### src/rtl/reg_wb_pkg.sv
// Shared types and constants for the register-file write-back path.
// Used by reg_wb_arbiter; pending counters saturate at PEND_MAX.
package reg_wb_pkg;

   localparam int REG_ADDR_W = 4;
   localparam int REG_DATA_W = 32;
   localparam int NUM_REGS   = 16;
   localparam int PEND_W     = 2;

   typedef logic [REG_ADDR_W-1:0] reg_addr_t;
   typedef logic [PEND_W-1:0]     pend_cnt_t;

   localparam pend_cnt_t PEND_MAX = 2'd3;

   // Net effect of one issue and one retire; both together cancel out.
   function automatic pend_cnt_t pend_next(input pend_cnt_t cur, input logic inc, input logic dec);
      pend_cnt_t nxt;
      nxt = cur;
      if (inc && !dec) begin
         nxt = cur + 2'd1;
      end else if (dec && !inc) begin
         nxt = cur - 2'd1;
      end
      return nxt;
   endfunction

endpackage

### src/rtl/reg_wb_arbiter_rr.sv
// Round-robin arbiter: grants the first requester at or after ptr, with wrap.
// The pointer moves one past the winner only when the caller signals advance.
module rr_arbiter #(
   parameter  int N     = 3,
   localparam int IDX_W = (N > 1) ? $clog2(N) : 1
) (
   input  logic             clk,
   input  logic             rst_n,
   input  logic [N-1:0]     req,
   input  logic             advance,
   output logic [N-1:0]     grant,
   output logic [IDX_W-1:0] grant_idx
);

   localparam logic [IDX_W:0]   N_W  = (IDX_W+1)'(N);
   localparam logic [IDX_W-1:0] LAST = IDX_W'(N - 1);

   logic [IDX_W-1:0] ptr_q, ptr_d;
   logic [IDX_W:0]   sum;
   logic [IDX_W-1:0] idx;
   logic             found;

   always_comb begin
      grant     = '0;
      grant_idx = '0;
      found     = 1'b0;
      sum       = '0;
      idx       = '0;
      for (int k = 0; k < N; k++) begin
         // ptr + k folded back into 0..N-1 without a divider
         sum = {1'b0, ptr_q} + (IDX_W+1)'(k);
         if (sum >= N_W) begin
            sum = sum - N_W;
         end
         idx = sum[IDX_W-1:0];
         if (!found && req[idx]) begin
            found      = 1'b1;
            grant[idx] = 1'b1;
            grant_idx  = idx;
         end
      end
   end

   always_comb begin
      ptr_d = ptr_q;
      if (advance && found) begin
         ptr_d = (grant_idx == LAST) ? '0 : grant_idx + 1'b1;
      end
   end

   always_ff @(posedge clk or negedge rst_n) begin
      if (!rst_n) begin
         ptr_q <= '0;
      end else begin
         ptr_q <= ptr_d;
      end
   end

endmodule

### src/rtl/reg_wb_arbiter.sv
// Write-back arbiter feeding the register file's single write port, plus an
// optional pending-write scoreboard compiled in with WB_SCOREBOARD_EN.
module reg_wb_arbiter
   import reg_wb_pkg::*;
#(
   parameter int NUM_REQ = 3,
   parameter int DATA_W  = REG_DATA_W,
   parameter int ADDR_W  = REG_ADDR_W
) (
   input  logic                             clk,
   input  logic                             rst_n,
   input  logic [NUM_REQ-1:0]               req_valid,
   input  logic [NUM_REQ-1:0][ADDR_W-1:0]   req_dst,
   input  logic [NUM_REQ-1:0][DATA_W-1:0]   req_data,
   output logic [NUM_REQ-1:0]               req_ready,
   output logic                             rf_wr,
   output logic [ADDR_W-1:0]                rf_wr_dst,
   output logic [DATA_W-1:0]                rf_wr_data,
   input  logic                             issue_valid,
   input  logic [ADDR_W-1:0]                issue_dst,
   output logic                             issue_ready,
   input  logic [ADDR_W-1:0]                rd1_addr,
   input  logic [ADDR_W-1:0]                rd2_addr,
   output logic                             rd1_busy,
   output logic                             rd2_busy
);

   localparam int IDX_W = (NUM_REQ > 1) ? $clog2(NUM_REQ) : 1;

   logic [NUM_REQ-1:0] grant;
   logic [IDX_W-1:0]   grant_idx;
   logic               xfer;

   logic               rf_wr_q, rf_wr_d;
   logic [ADDR_W-1:0]  rf_wr_dst_q, rf_wr_dst_d;
   logic [DATA_W-1:0]  rf_wr_data_q, rf_wr_data_d;

   // The write port never stalls, so any grant is a transfer.
   assign xfer      = |grant;
   assign req_ready = grant;

   rr_arbiter #(.N(NUM_REQ)) u_rr_arbiter (
      .clk       (clk),
      .rst_n     (rst_n),
      .req       (req_valid),
      .advance   (xfer),
      .grant     (grant),
      .grant_idx (grant_idx)
   );

   always_comb begin
      rf_wr_d      = xfer;
      rf_wr_dst_d  = rf_wr_dst_q;
      rf_wr_data_d = rf_wr_data_q;
      if (xfer) begin
         rf_wr_dst_d  = req_dst[grant_idx];
         rf_wr_data_d = req_data[grant_idx];
      end
   end

   always_ff @(posedge clk or negedge rst_n) begin
      if (!rst_n) begin
         rf_wr_q      <= 1'b0;
         rf_wr_dst_q  <= '0;
         rf_wr_data_q <= '0;
      end else begin
         rf_wr_q      <= rf_wr_d;
         rf_wr_dst_q  <= rf_wr_dst_d;
         rf_wr_data_q <= rf_wr_data_d;
      end
   end

   assign rf_wr      = rf_wr_q;
   assign rf_wr_dst  = rf_wr_dst_q;
   assign rf_wr_data = rf_wr_data_q;

`ifdef WB_SCOREBOARD_EN
   localparam int NREG = 2 ** ADDR_W;

   pend_cnt_t cnt_q [NREG];
   pend_cnt_t cnt_d [NREG];
   logic      issue_acc;

   assign issue_ready = (cnt_q[issue_dst] != PEND_MAX);
   assign issue_acc   = issue_valid & issue_ready;

   // Retire is driven by the registered write stage, one cycle after the grant.
   always_comb begin
      for (int r = 0; r < NREG; r++) begin
         cnt_d[r] = pend_next(cnt_q[r],
                              issue_acc && (issue_dst == ADDR_W'(r)),
                              rf_wr_q && (rf_wr_dst_q == ADDR_W'(r)));
      end
   end

   always_ff @(posedge clk or negedge rst_n) begin
      if (!rst_n) begin
         for (int r = 0; r < NREG; r++) begin
            cnt_q[r] <= '0;
         end
      end else begin
         cnt_q <= cnt_d;
      end
   end

   assign rd1_busy = (cnt_q[rd1_addr] != '0);
   assign rd2_busy = (cnt_q[rd2_addr] != '0);

`ifndef SYNTHESIS
   retire_nonzero_a: assert property (@(posedge clk) disable iff (!rst_n)
      rf_wr_q |-> (cnt_q[rf_wr_dst_q] != '0));
`endif
`else
   logic unused_sb;

   assign unused_sb   = ^{issue_valid, issue_dst, rd1_addr, rd2_addr};
   assign issue_ready = 1'b1;
   assign rd1_busy    = 1'b0;
   assign rd2_busy    = 1'b0;
`endif

endmodule

### config.mk
export PLATFORM = sky130hd
export DESIGN_NAME = reg_wb_arbiter
export DESIGN_NICKNAME = d
export VERILOG_FILES = /design/src/rtl/reg_wb_pkg.sv /design/src/rtl/reg_wb_arbiter_rr.sv /design/src/rtl/reg_wb_arbiter.sv
export SDC_FILE = /design/constraint.sdc
export NUM_CORES = 1
export LEC_CHECK = 0
export ABC_AREA = 1
export CAP_MARGIN = 5
export CORE_MARGIN = 4
export CORE_UTILIZATION = 41
export CTS_CLUSTER_DIAMETER = 40
export DETAILED_ROUTE_END_ITERATION = 8
export PLACE_DENSITY = 0.89
export SETUP_SLACK_MARGIN = 0.02
export SKIP_LAST_GASP = 1
export SYNTH_ARGS = -nofsm -noshare
export SYNTH_HDL_FRONTEND = slang
export SYNTH_SLANG_ARGS = --single-unit
export TNS_END_PERCENT = 100
### constraint.sdc
create_clock -name clk -period 2.7 [get_ports clk]
set_clock_uncertainty 0.1 [all_clocks]
set_input_delay 0.405 -clock clk [delete_from_list [all_inputs] [get_ports clk]]
set_output_delay 0.405 -clock clk [all_outputs]
set_load 0.02 [all_outputs]
==> results of run 1 <==
[cell usage after synthesis, drive strengths merged]
| library cell | number | area [um^2] |
|---|---|---|
| inv | 159 | 596.8 |
| nand4 | 38 | 267.8 |
| a31oi | 1 | 21.27 |
| nand2 | 99 | 376.6 |
| conb | 2 | 7.510 |
| buf | 32 | 251.5 |
| nor2 | 9 | 55.05 |
| nand3 | 154 | 775.7 |
| o21ai | 3 | 15.01 |
| a21oi | 1 | 16.27 |
| clkbuf | 7 | 26.28 |
| ha | 4 | 50.05 |
| dfrtp | 39 | 975.9 |
[kinds of logic after synthesis]
logic type      after synthesis
buf+inv                     198
fa+ha+maj                     4
simple gates                300
flops                        39
compound gates                5
other cells                   2
[stage by stage]
step | setup TNS [ns] | area, um^2
floorplan | 0 | 3440
global route | -0.01353 | 5269
global placement | -0.1551 | 5085
CTS | 0 | 5210
finish | 0 | 5269
detailed placement | -0.6568 | 5085
[layout by cell type, fill, tap and decap left out]
master           netlist  layout
inv_1                154     152
nand3_1              153     150
clkdlybuf4s50_1        0     148
nand2_1               97      97
dfrtp_1               39      38
nand4_1               36      36
buf_4                  9      30
clkbuf_8               0       7
inv_2                  5       6
nor2_1                 6       5
nand3_2                1       4
buf_12                 0       4
conb_1                 2       3
nand2_2                2       2
clkinvlp_4             0       2
nor2_2                 2       2
nand4_4                2       2
o21ai_1                2       2
ha_4                   0       2
ha_1                   4       2
buf_2                 12       2
clkdlybuf4s15_2        0       2
o21ai_0                1       1
nor2_4                 0       1
a21oi_4                1       1
a31oi_4                1       1
nor2_8                 1       1
dfrtp_2                0       1
[power by group through the flow]
stage	Combinational [W]	Sequential [W]	Clock (W)
6_report	0.00723	0.00116	0.000442
2_1_floorplan	0.00461	0.00150	0
3_5_place_dp	0.00711	0.00116	0
3_3_place_gp	0.00684	0.00115	0
5_1_grt	0.00807	0.00119	0.000475
4_1_cts	0.00714	0.00115	0.000452
[critical path: cells and delay by family, from the launching register on]
kind | cells | cell delay (ns)
DFF | 1 | 0.45
and+or+nand+nor | 6 | 0.66
adders and majority gates | 1 | 0.17
buffers and inverters | 4 | 0.54
[state kept, by name, summed over array words and instances (netlist names)]
signal              flops
rf_wr_data             32
rf_wr_dst               4
u_rr_arbiter.ptr_q      2
rf_wr                   1
[cell type report]
cell class / count / area [um^2] / area share, %
Tap cell: 105 / 131.4 / 2.493
Multi-Input combinational cell: 312 / 1637 / 31.06
Sequential cell: 39 / 977.2 / 18.55
Inverter: 159 / 600.6 / 11.40
Clock inverter: 1 / 7.507 / 0.1425
Timing Repair Buffer: 186 / 1819 / 34.53
Clock buffer: 7 / 96.34 / 1.829
[worst max path at each step]
| stage | endpoint | slack [ns] | cells past startpoint |
|---|---|---|---|
| global placement | req_ready[1] | -0.07 | 10 |
| floorplan | req_ready[1] | 0.18 | 14 |
| finish | req_ready[0] | 0.08 | 11 |
| CTS | req_ready[1] | 0.02 | 11 |
| detailed placement | req_ready[1] | -0.13 | 10 |
| global route | req_ready[0] | -0.01 | 11 |
[layer usage]
metal	track usage (%)	share of wire, %	vias up
li1	-	-	2000
met1	26.43	38	1891
met2	42.10	52	180
met3	4.488	8.0	20
met4	6.092	1.4	0
met5	0	0	-
[repair_timing]
action | 4_1_cts | 5_1_grt
pin swaps | 0 | 1
resized for setup | 12 | 12
setup buffers | 1 | 2
cloned | 0 | 0
setup endpoints to repair | 19 | 41
==> impl_metrics.env, run 1 <==
export IMPL_status="finished, final reports clean"
export IMPL_via_count=4091
export IMPL_synth_top_family_by_area="simple AND/OR/NAND/NOR gates"
export IMPL_clk_path_buf_depth=2
export IMPL_finalMaxSlewViolations=0
export IMPL_ys_seq_area_share_pct=28.40
export IMPL_cp_start_kind="flip-flop"
export IMPL_period_share_pct=97.15
export IMPL_synth_xor_area_share_pct=0
export IMPL_crit_fanout=5
export IMPL_setup_ws_ns=0.07708
export IMPL_power_density_nw_per_um2=1677
export IMPL_antenna_found_initial=0
export IMPL_final_cells=809
export IMPL_startpoint="u_rr_arbiter.ptr_q[0]$_DFFE_PN0P_"
export IMPL_clkPwrFrac_pct=5.0
export IMPL_wirelength_um=11380
export IMPL_crit_path_top_delay_cell="dfrtp_2"
export IMPL_cts_hold_buf=0
export IMPL_start_util_pct=42.03
export IMPL_reg2reg_depth=15
export IMPL_viasPerCell=5.057
export IMPL_fin_nets=833
export IMPL_fin_util_pct=64.45
export IMPL_end_kind="output pin"
export IMPL_dp_final_hpwl_um=8744
export IMPL_wl_per_cell_um=14.07
export IMPL_synth_simple_gate_area_share_pct=42.94
export IMPL_rsz0062_at_grt="true"
export IMPL_hold_worst_slack_ns=0.1399
export IMPL_layout_drive_gt1_share_pct=9.943
export IMPL_first_pass_iters=5
export IMPL_ir_drop_v=0.001353
export IMPL_cp_arrival_ns=2.12
export IMPL_drc=0
export IMPL_p_sw_w=0.004703
export IMPL_r2r_start="u_rr_arbiter.ptr_q[0]$_DFFE_PN0P_"
export IMPL_crit_required_ns=2.19
export IMPL_netlist_instances=548
export IMPL_power_frac_comb_pct=81.8
export IMPL_core_area_um2=8175
export IMPL_fin_total_pwr_w=0.008833
export IMPL_tightest_slew_ns=0.8920
export IMPL_dpl_cell_count=798
export IMPL_yosysUniqueCellTypes=22
export IMPL_r2r_end="rf_wr_data[28]$_DFFE_PN0P_"
export IMPL_grt_ovfl_total=0
export IMPL_pin_count=169
export IMPL_ys_warn_count=0
export IMPL_leakage_nw=2.882
export IMPL_netlist_area_um2=3436
export IMPL_seqPwrFrac_pct=13.2
export IMPL_post_place_ws_ns=-0.1285
export IMPL_clk_pin_slew_worst_paths_ns=0.08
export IMPL_path_class="flip-flop to output pin"
export IMPL_critPathMaxStageDelay_ns=0.45
export IMPL_ys_ff_latch=39
export IMPL_grt_use_total_pct=22.69
export IMPL_cts_sink_count=39
export IMPL_cap_violations=0
export IMPL_p_int_w=0.004130
export IMPL_area_growth_pct=53.35
export IMPL_hp_class="primary input to async pin"
export IMPL_cts_buffers=5
export IMPL_gp_congestion=0.8775
export IMPL_critical_path_cell_chain="inv_2 > ha_4 > clkinvlp_4 > nand2_1 > nand3_1 > nand2_1 > nand3_2 > nor2_1 > nor2_2 > inv_2 > clkdlybuf4s15_2"
export IMPL_n_antenna_cell=0
export IMPL_grt_pass1_wl_um=18510
export IMPL_grt_max_degree=40
export IMPL_synth_mux_area_share_pct=0
export IMPL_grt_pass1_vias=4095
export IMPL_avgSynthCellArea_um2=6.270
export IMPL_ant_nets=0
export IMPL_dieHeight_um=99.54
export IMPL_timing_fmax_ghz=0.3813
export IMPL_finalCriticalPeriod_ns=2.623
export IMPL_finalHoldViolCount=0
export IMPL_initialDrtViolationCount=177
export IMPL_clock_latency_ns=0.28
export IMPL_die_w_um=99.54
export IMPL_cts_root_buf="clkbuf_8"
export IMPL_fillers=722
export IMPL_synthAdderAreaFrac_pct=1.457
export IMPL_relSlewSlack_pct=40.53
export IMPL_port_buffers=152
export IMPL_htreeDepth=2
export IMPL_cts_tree="done"
export IMPL_dieArea_um2=9908
export IMPL_core_rowCount=33
export IMPL_rrSetupSlack_ns=0.18
export IMPL_synth_compound_area_share_pct=1.529
export IMPL_finalSetupViolCount=0
export IMPL_netSwitchingFraction_pct=53.24
No activity file was read; power rests on OpenSTA's default activity.
==> run 2: changes to the inputs <==
--- a/config.mk
+++ b/config.mk
@@ -10,6 +10,7 @@
 export CORE_MARGIN = 4
 export CORE_UTILIZATION = 41
 export CTS_CLUSTER_DIAMETER = 40
+export CTS_CLUSTER_SIZE = 10
 export DETAILED_ROUTE_END_ITERATION = 8
 export PLACE_DENSITY = 0.89
 export SETUP_SLACK_MARGIN = 0.02
==> results of run 2 <==
Final layout, timing and power as in run 1 (identical DEF).
==> run 3: changes to the inputs <==
--- a/config.mk
+++ b/config.mk
@@ -12,6 +12,7 @@
 export CTS_CLUSTER_DIAMETER = 40
 export CTS_CLUSTER_SIZE = 10
 export DETAILED_ROUTE_END_ITERATION = 8
+export HOLD_SLACK_MARGIN = 0.08
 export PLACE_DENSITY = 0.89
 export SETUP_SLACK_MARGIN = 0.02
 export SKIP_LAST_GASP = 1
==> results of run 3 <==
Final layout, timing and power as in run 1 (identical DEF).
